<file path="src/rtl/fifo_stream_adapter.sv">
// ---------------------------------------------------------------------------
// fifo_stream_adapter
//
// Purpose:
//   Drains words from a synchronous FIFO that has a one-cycle read latency
//   and presents them on a valid/ready stream. A 2-entry skid buffer (head,
//   tail) absorbs the read latency. Reads are issued on a credit basis, so
//   the FIFO sustains one word per cycle under continuous downstream ready,
//   and backpressure never loses or duplicates a word.
//
// Parameters:
//   DATA_WIDTH   width of FIFO data and stream data
//   SKID_DEPTH   skid buffer entries; only 2 is supported
//
// Ports:
//   i_clk          clock, rising edge
//   i_rst          synchronous reset, active-high
//   i_fifo_empty   FIFO empty flag
//   o_fifo_read    read strobe to the FIFO
//   i_fifo_data    FIFO read data, valid the cycle after an accepted read
//   o_valid        stream word valid
//   i_ready        downstream ready
//   o_data         stream data (head register)
//   o_word_count   number of words popped, wraps (FIFO_STREAM_ADAPTER_STATS_EN only)
//   o_busy         a word is buffered or a read is in flight
//
// Optional feature:
//   Define FIFO_STREAM_ADAPTER_STATS_EN to add the 32-bit o_word_count
//   output. Without it the port and counter are absent.
// ---------------------------------------------------------------------------
module fifo_stream_adapter #(
    parameter int DATA_WIDTH = 32,
    parameter int SKID_DEPTH = 2
) (
    input  logic                  i_clk,
    input  logic                  i_rst,
    input  logic                  i_fifo_empty,
    output logic                  o_fifo_read,
    input  logic [DATA_WIDTH-1:0] i_fifo_data,
    output logic                  o_valid,
    input  logic                  i_ready,
    output logic [DATA_WIDTH-1:0] o_data,
`ifdef FIFO_STREAM_ADAPTER_STATS_EN
    output logic [31:0]           o_word_count,
`endif
    output logic                  o_busy
);

    // The credit arithmetic and head/tail shifting below assume exactly two
    // entries; refuse to elaborate anything else.
    generate
        if (SKID_DEPTH != 2) begin : g_bad_depth
            $error("fifo_stream_adapter: SKID_DEPTH must be 2");
        end
    endgenerate

    logic [1:0]            occ_q,      occ_d;
    logic                  inflight_q, inflight_d;
    logic [DATA_WIDTH-1:0] head_q,     head_d;
    logic [DATA_WIDTH-1:0] tail_q,     tail_d;

    logic       pop;
    logic [2:0] level;
    logic       credit_ok;
    logic [1:0] occ_after_pop;

    assign o_valid = (occ_q != 2'd0);
    assign o_data  = head_q;
    assign o_busy  = (occ_q != 2'd0) | inflight_q;

    assign pop = o_valid & i_ready;

    // Words already committed to the buffer: stored plus one still arriving.
    // A new read is allowed only if, after this cycle's pop, there is a free
    // slot for it; this guarantees a capture never hits a full buffer.
    assign level     = {1'b0, occ_q} + {2'b00, inflight_q};
    assign credit_ok = (level < (3'd2 + {2'b00, pop}));

    // Gated by reset so no read is issued while the system FIFO is flushed.
    assign o_fifo_read = ~i_rst & ~i_fifo_empty & credit_ok;

    assign occ_after_pop = occ_q - {1'b0, pop};

    always_comb begin
        occ_d      = occ_after_pop;
        inflight_d = o_fifo_read;
        head_d     = head_q;
        tail_d     = tail_q;

        // Only shift when tail actually holds a word; otherwise head keeps
        // the last delivered value instead of picking up stale tail data.
        if (pop && (occ_q == 2'd2)) begin
            head_d = tail_q;
        end

        // Capture lands in head when the buffer is empty after the pop,
        // otherwise behind whatever head now holds.
        if (inflight_q) begin
            if (occ_after_pop == 2'd0) begin
                head_d = i_fifo_data;
            end else begin
                tail_d = i_fifo_data;
            end
            occ_d = occ_after_pop + 2'd1;
        end
    end

    always_ff @(posedge i_clk) begin
        if (i_rst) begin
            occ_q      <= 2'd0;
            inflight_q <= 1'b0;
            head_q     <= '0;
            tail_q     <= '0;
        end else begin
            occ_q      <= occ_d;
            inflight_q <= inflight_d;
            head_q     <= head_d;
            tail_q     <= tail_d;
        end
    end

`ifdef FIFO_STREAM_ADAPTER_STATS_EN
    logic [31:0] word_count_q, word_count_d;

    // Natural 32-bit wrap from 0xFFFFFFFF to 0.
    always_comb begin
        word_count_d = word_count_q;
        if (pop) begin
            word_count_d = word_count_q + 32'd1;
        end
    end

    always_ff @(posedge i_clk) begin
        if (i_rst) begin
            word_count_q <= 32'd0;
        end else begin
            word_count_q <= word_count_d;
        end
    end

    assign o_word_count = word_count_q;
`endif

endmodule
</file>
<file path="config.mk">
export PLATFORM = sky130hd
export DESIGN_NAME = fifo_stream_adapter
export DESIGN_NICKNAME = d
export VERILOG_FILES = /design/src/rtl/fifo_stream_adapter.sv
export SDC_FILE = /design/constraint.sdc
export NUM_CORES = 1
export LEC_CHECK = 0
export CORE_ASPECT_RATIO = 0.7
export CORE_MARGIN = 2
export CORE_UTILIZATION = 25
export CTS_CLUSTER_SIZE = 25
export DETAILED_ROUTE_END_ITERATION = 16
export HOLD_SLACK_MARGIN = 0.06
export PLACE_DENSITY = 0.55
export REMOVE_ABC_BUFFERS = 1
export SYNTH_ARGS = -nofsm -noshare
export SYNTH_HDL_FRONTEND = slang
export SYNTH_SLANG_ARGS = --single-unit
</file>
<file path="constraint.sdc">
create_clock -name i_clk -period 2.45 [get_ports i_clk]
set_input_delay 0.49 -clock i_clk [delete_from_list [all_inputs] [get_ports i_clk]]
set_output_delay 0.49 -clock i_clk [all_outputs]
set_load 0.005 [all_outputs]
</file>
# Yosys cells after proc, flatten, opt, wreduce, memory -nomap -nowiden
# Cells that the tools add are included.
# totals
regBits,67
latchBits,0
ramBits,0
mem_bits_ro,0
input_bits,36
output_inout_bits,35
memories,0
# op_classes
addsub,4
mul,0
div,0
magnitude_cmp,1
n_eq_ne,1
shift,0
muxes,4
bitwise,7
n_reduce_logical,4
# op_table
op,n
$mux W32,3
$add A2 B1 Y3,1
$add A2 B1 Y3 const A,1
$and A1 B1 Y1,3
$lt A3 B3 Y1,1
$not A1 Y1,3
$add A2 B1 Y2 const B,1
$eq A2 B2 Y1 const B,1
$logic_not A2 Y1,1
$mux W2,1
$reduce_and A2 Y1,1
$reduce_bool A2 Y1,1
$sub A2 B1 Y2,1
$logic_and A1 B1 Y1,1
$or A1 B1 Y1,1

# Depth between registers and ports, before layout
# Gate-level depths: netlist of run 1.
# logic_depth
ltp_word,6
ltp_mapped,8

# Least setup slack after synthesis of run 1
# No wires, ideal clock.
# synth_timing
kind,register to output
startpoint,reg occ_q[0]
endpoint,out o_fifo_read
arrival_ps,1238
path_slack_ps,722
stages_incl_launch_ff,4
path_cell_list,dfxtp_1 > ha_1 > ha_1 > a2111oi_0
# synth_between
elab_chain_cells,5
word_cells_on_any_way,6
classes_between,add/sub (2); order compare (1); bitwise (2); reduce/logical (1)
# synth_lines
item,line_no,source
from (decl),57,"logic [1:0] occ_q, occ_d;"
from (signal assigned),110,occ_q <= 2'd0;
from (signal assigned),115,occ_q <= occ_d;
$reduce_bool A2 Y1,67,assign o_valid = (occ_q != 2'd0);
$and A1 B1 Y1,71,assign pop = o_valid & i_ready;
$add A2 B1 Y3,77,"assign credit_ok = (level < (3'd2 + {2'b00, pop}));"
$lt A3 B3 Y1 (*),77,
$and A1 B1 Y1 (*),80,assign o_fifo_read = ~i_rst & ~i_fifo_empty & credit_ok;
to (decl),38,"output logic o_fifo_read,"
# Mark *: on every way between the ends. The rest lies on a longest branch, timed or not.

# Worst setup path in the final report of run 1
# layout_timing
startpoint,in i_ready
endpoint,out o_fifo_read
# layout_between
elab_chain_cells,4
# layout_lines
item,line_no,source
from (decl),41,"input logic i_ready,"
$and A1 B1 Y1,71,
$add A2 B1 Y3,77,
$lt A3 B3 Y1,77,
$and A1 B1 Y1,80,
# No other way between the ends.

==> qor.yml, run 1 <==
run_status:
  outcome: "finished clean"
pwr:
  p_int_uw: 3120
  clkPwrFrac_pct: 31.7
  switchingPower_uw: 1530
  power.total_uw: 4650
  p_seq_share_pct: 31.0
  swShare_pct: 32.8
  leakage_uw: 0.00137
  power_frac_comb_pct: 37.3
  pwr_density_cell_nw_per_um2: 1150
  vdd.ir_drop.worst_uv: 584
logic_synthesis:
  async_flop_share_pct: 0
  netlist.area_leader.share_pct: 47.5
  synth_warnings: 0
  synth_area_leaders: "dfxtp_1 (47%), a311oi_1 (9.9%), nand2_1 (8.5%)"
  synth-simple-area-share_pct: 20.9
  synth_compound_area_share_pct: 22.1
  ys_seq_elements: 67
  synth.distinct_cells: 23
  synth_most_common_cell: "dfxtp_1"
  synth_edf_count: 0
  synth_cells: 349
  ys.flop_type: "dfxtp_1"
  synth_fa_ha_area_share_pct: 1.33
  synth_mux_area_share_pct: 0
  synthesis.area_sq_um: 2830
  yosysTopAreaCell: "dfxtp_1"
  synth_xor_area_share_pct: 0.930
  synth_top_family_by_area: "compound AO/OA/AOI/OAI gates"
  ys_seq_area_share_pct: 47.5
  avgSynthCellArea_sq_um: 8.10
  ys_top_cells_by_count: "dfxtp_1 (67), nand2_1 (64), nor2_1 (34)"
clocking:
  cts_sinks: 67
  clkTransAtPathRegs_ps: 50
  hold_buffers: 0
  h-tree-depth: 3
  cts_inserted_buffers: 9
  cts_tree: "yes"
  clkLatencyLatePin_ps: 330
  ctsRootBufferMaster: "clkbuf_16"
  clock_path_buffers: 2
  cts_setup_buffers: 0
  cts_resized: 3
timing:
  slew_headroom_pct: 42.2
  finalSetupViolCount: 0
  final_max_slew_viol_count: 0
  min_period_over_period_pct: 94.3
  fmax_mhz: 433
  hold_viol: 0
  rsz0062_at_grt: "false"
  tightest_slew_ps: 867
  period_needed_ps: 2310
  skew_ps: 3.44
cells_and_area:
  drive_gt1_share_pct: 8.43
  fillers: 1097
  stdcell_count: 568
  areaGrowthSynthToFinish_pct: 42.7
  diodes: 0
  nets: 449
worst_setup_path:
  critPathLaunchType: "input port"
  path_max_fanout: 2
  worstSetupPathType: "in -> out"
  cp.required_ps: 1960
  endpoint_kind: "primary output"
  arrival_ps: 1820
grt:
  antenna_found_initial: 0
  grt.total_usage_pct: 13.5
  grt_pass1_wl_microns: 12800
  grt_pass1_vias: 2599
  grt_max_degree: 68
  grt_overflow_total: 0
floorplan:
  coreArea_sq_um: 11000
  placementRows: 32
  chipWidth_microns: 131
  initial_core_util_pct: 25.7
  ios: 71
  fp.dieH_microns: 92.9
  dieArea_sq_um: 12200
placement:
  hpwl_microns: 5030
  placedCellCount: 552
  place_congestion: 0.776
  portBuffers: 70
drt:
  wirelength_microns: 7860
  drc_errors: 0
  wl_per_cell_microns: 13.8
  vias: 2692
  firstDrtPassIters: 6
  vias_per_cell: 4.74
  ant_nets: 0
  drt_iter0_drc: 163
job:
  cap_viol_max_count: 0
min_path:
  hold_class: "reg -> reg"
[stage by stage]
step	setup TNS, ps	cell area [sq um]	worst slack [ps]	hold slack (ps)	util [%]
CTS	0	4030	123	477	36.6
detailed placement	-279	3690	-258	465	33.5
finish	0	4030	139	476	36.6
global route	0	4030	52.0	493	36.6
global placement	-210	3690	-210	462	33.5
floorplan	-9890	2630	-356	448	-
[placed cells by master (no fill, tap or decap)]
cell	count
nand3b_1	2
clkinvlp_4	1
buf_4	12
buf_12	4
dfxtp_1	67
ha_1	3
or3_1	1
nand2b_1	3
a311oi_1	32
clkdlybuf4s50_1	68
a2111oi_2	1
clkbuf_16	9
or2_2	1
o21a_1	1
and3b_1	1
inv_1	2
clkinv_2	2
dlygate4sd2_1	1
bufinv_16	3
o21ai_0	32
xnor2_1	2
and2b_1	1
nand3_1	32
a2111oi_0	1
buf_2	1
xor2_1	1
nor2_1	34
a21oi_1	32
nand2_1	64
clkinv_4	1
[sequential cells by signal (all words and copies together), names as in the netlist]
| name | cells |
|---|---|
| inflight_q | 1 |
| o_data | 32 |
| occ_q | 2 |
| tail_q | 32 |
[worst max-delay path: stages]
cell and delay [ps]:
clkdlybuf4s50_1 480, o21a_1 140, nand2b_1 80, a2111oi_2 350, dlygate4sd2_1 270
[power by group through the flow]
stage	clock [uW]	sequential [uW]	combinational (uW)
finish	1470	1440	1730
global route	1560	1470	1920
global placement	0	1450	1710
floorplan	0	1490	730
detailed placement	0	1460	1730
CTS	1520	1440	1750
[final timing paths]
kind	from	endpoint	slack [ps]	cells after the start
worst max-delay path	i_ready	o_fifo_read	140	5
worst min-delay path	tail_q[18]	tail_q[18]	480	2
worst max register to register	occ_q[0]	o_data[12]	410	8
worst min register to register	tail_q[18]	tail_q[18]	480	2
[cells by family after synthesis]
group           Yosys count
simple gates            139
compound gates           99
flops                    67
buf+inv                  38
xor+xnor                  3
fa+ha+maj                 3
[per-layer routing]
metal	up-vias	GRT usage, %	routed length (microns)
met2	78	20.3	3340
met3	7	4.85	449
met1	1259	17.9	4000
met5	-	0	0
li1	1348	-	-
met4	0	4.34	68
[cell type report]
cell class | instances | area, sq um | area share, %
timing repair buffer | 86 | 865 | 21.4
multi-input combinational | 244 | 1290 | 31.9
inverter | 2 | 7.51 | 0.186
clock buffer | 9 | 225 | 5.58
clock inverter | 7 | 116 | 2.89
tap | 153 | 191 | 4.75
sequential | 67 | 1340 | 33.3
No activity file was read; power rests on OpenSTA's default activity.
==> run 2: changes to the inputs <==
--- a/config.mk
+++ b/config.mk
@@ -8,11 +8,12 @@
 export CORE_ASPECT_RATIO = 0.7
 export CORE_MARGIN = 2
 export CORE_UTILIZATION = 25
-export CTS_CLUSTER_SIZE = 25
+export CTS_CLUSTER_SIZE = 12
 export DETAILED_ROUTE_END_ITERATION = 16
 export HOLD_SLACK_MARGIN = 0.06
 export PLACE_DENSITY = 0.55
 export REMOVE_ABC_BUFFERS = 1
+export SLEW_MARGIN = 20
 export SYNTH_ARGS = -nofsm -noshare
 export SYNTH_HDL_FRONTEND = slang
 export SYNTH_SLANG_ARGS = --single-unit
==> results of run 2 <==
Same layout as run 1: the final DEF is identical, and so are final timing and power.
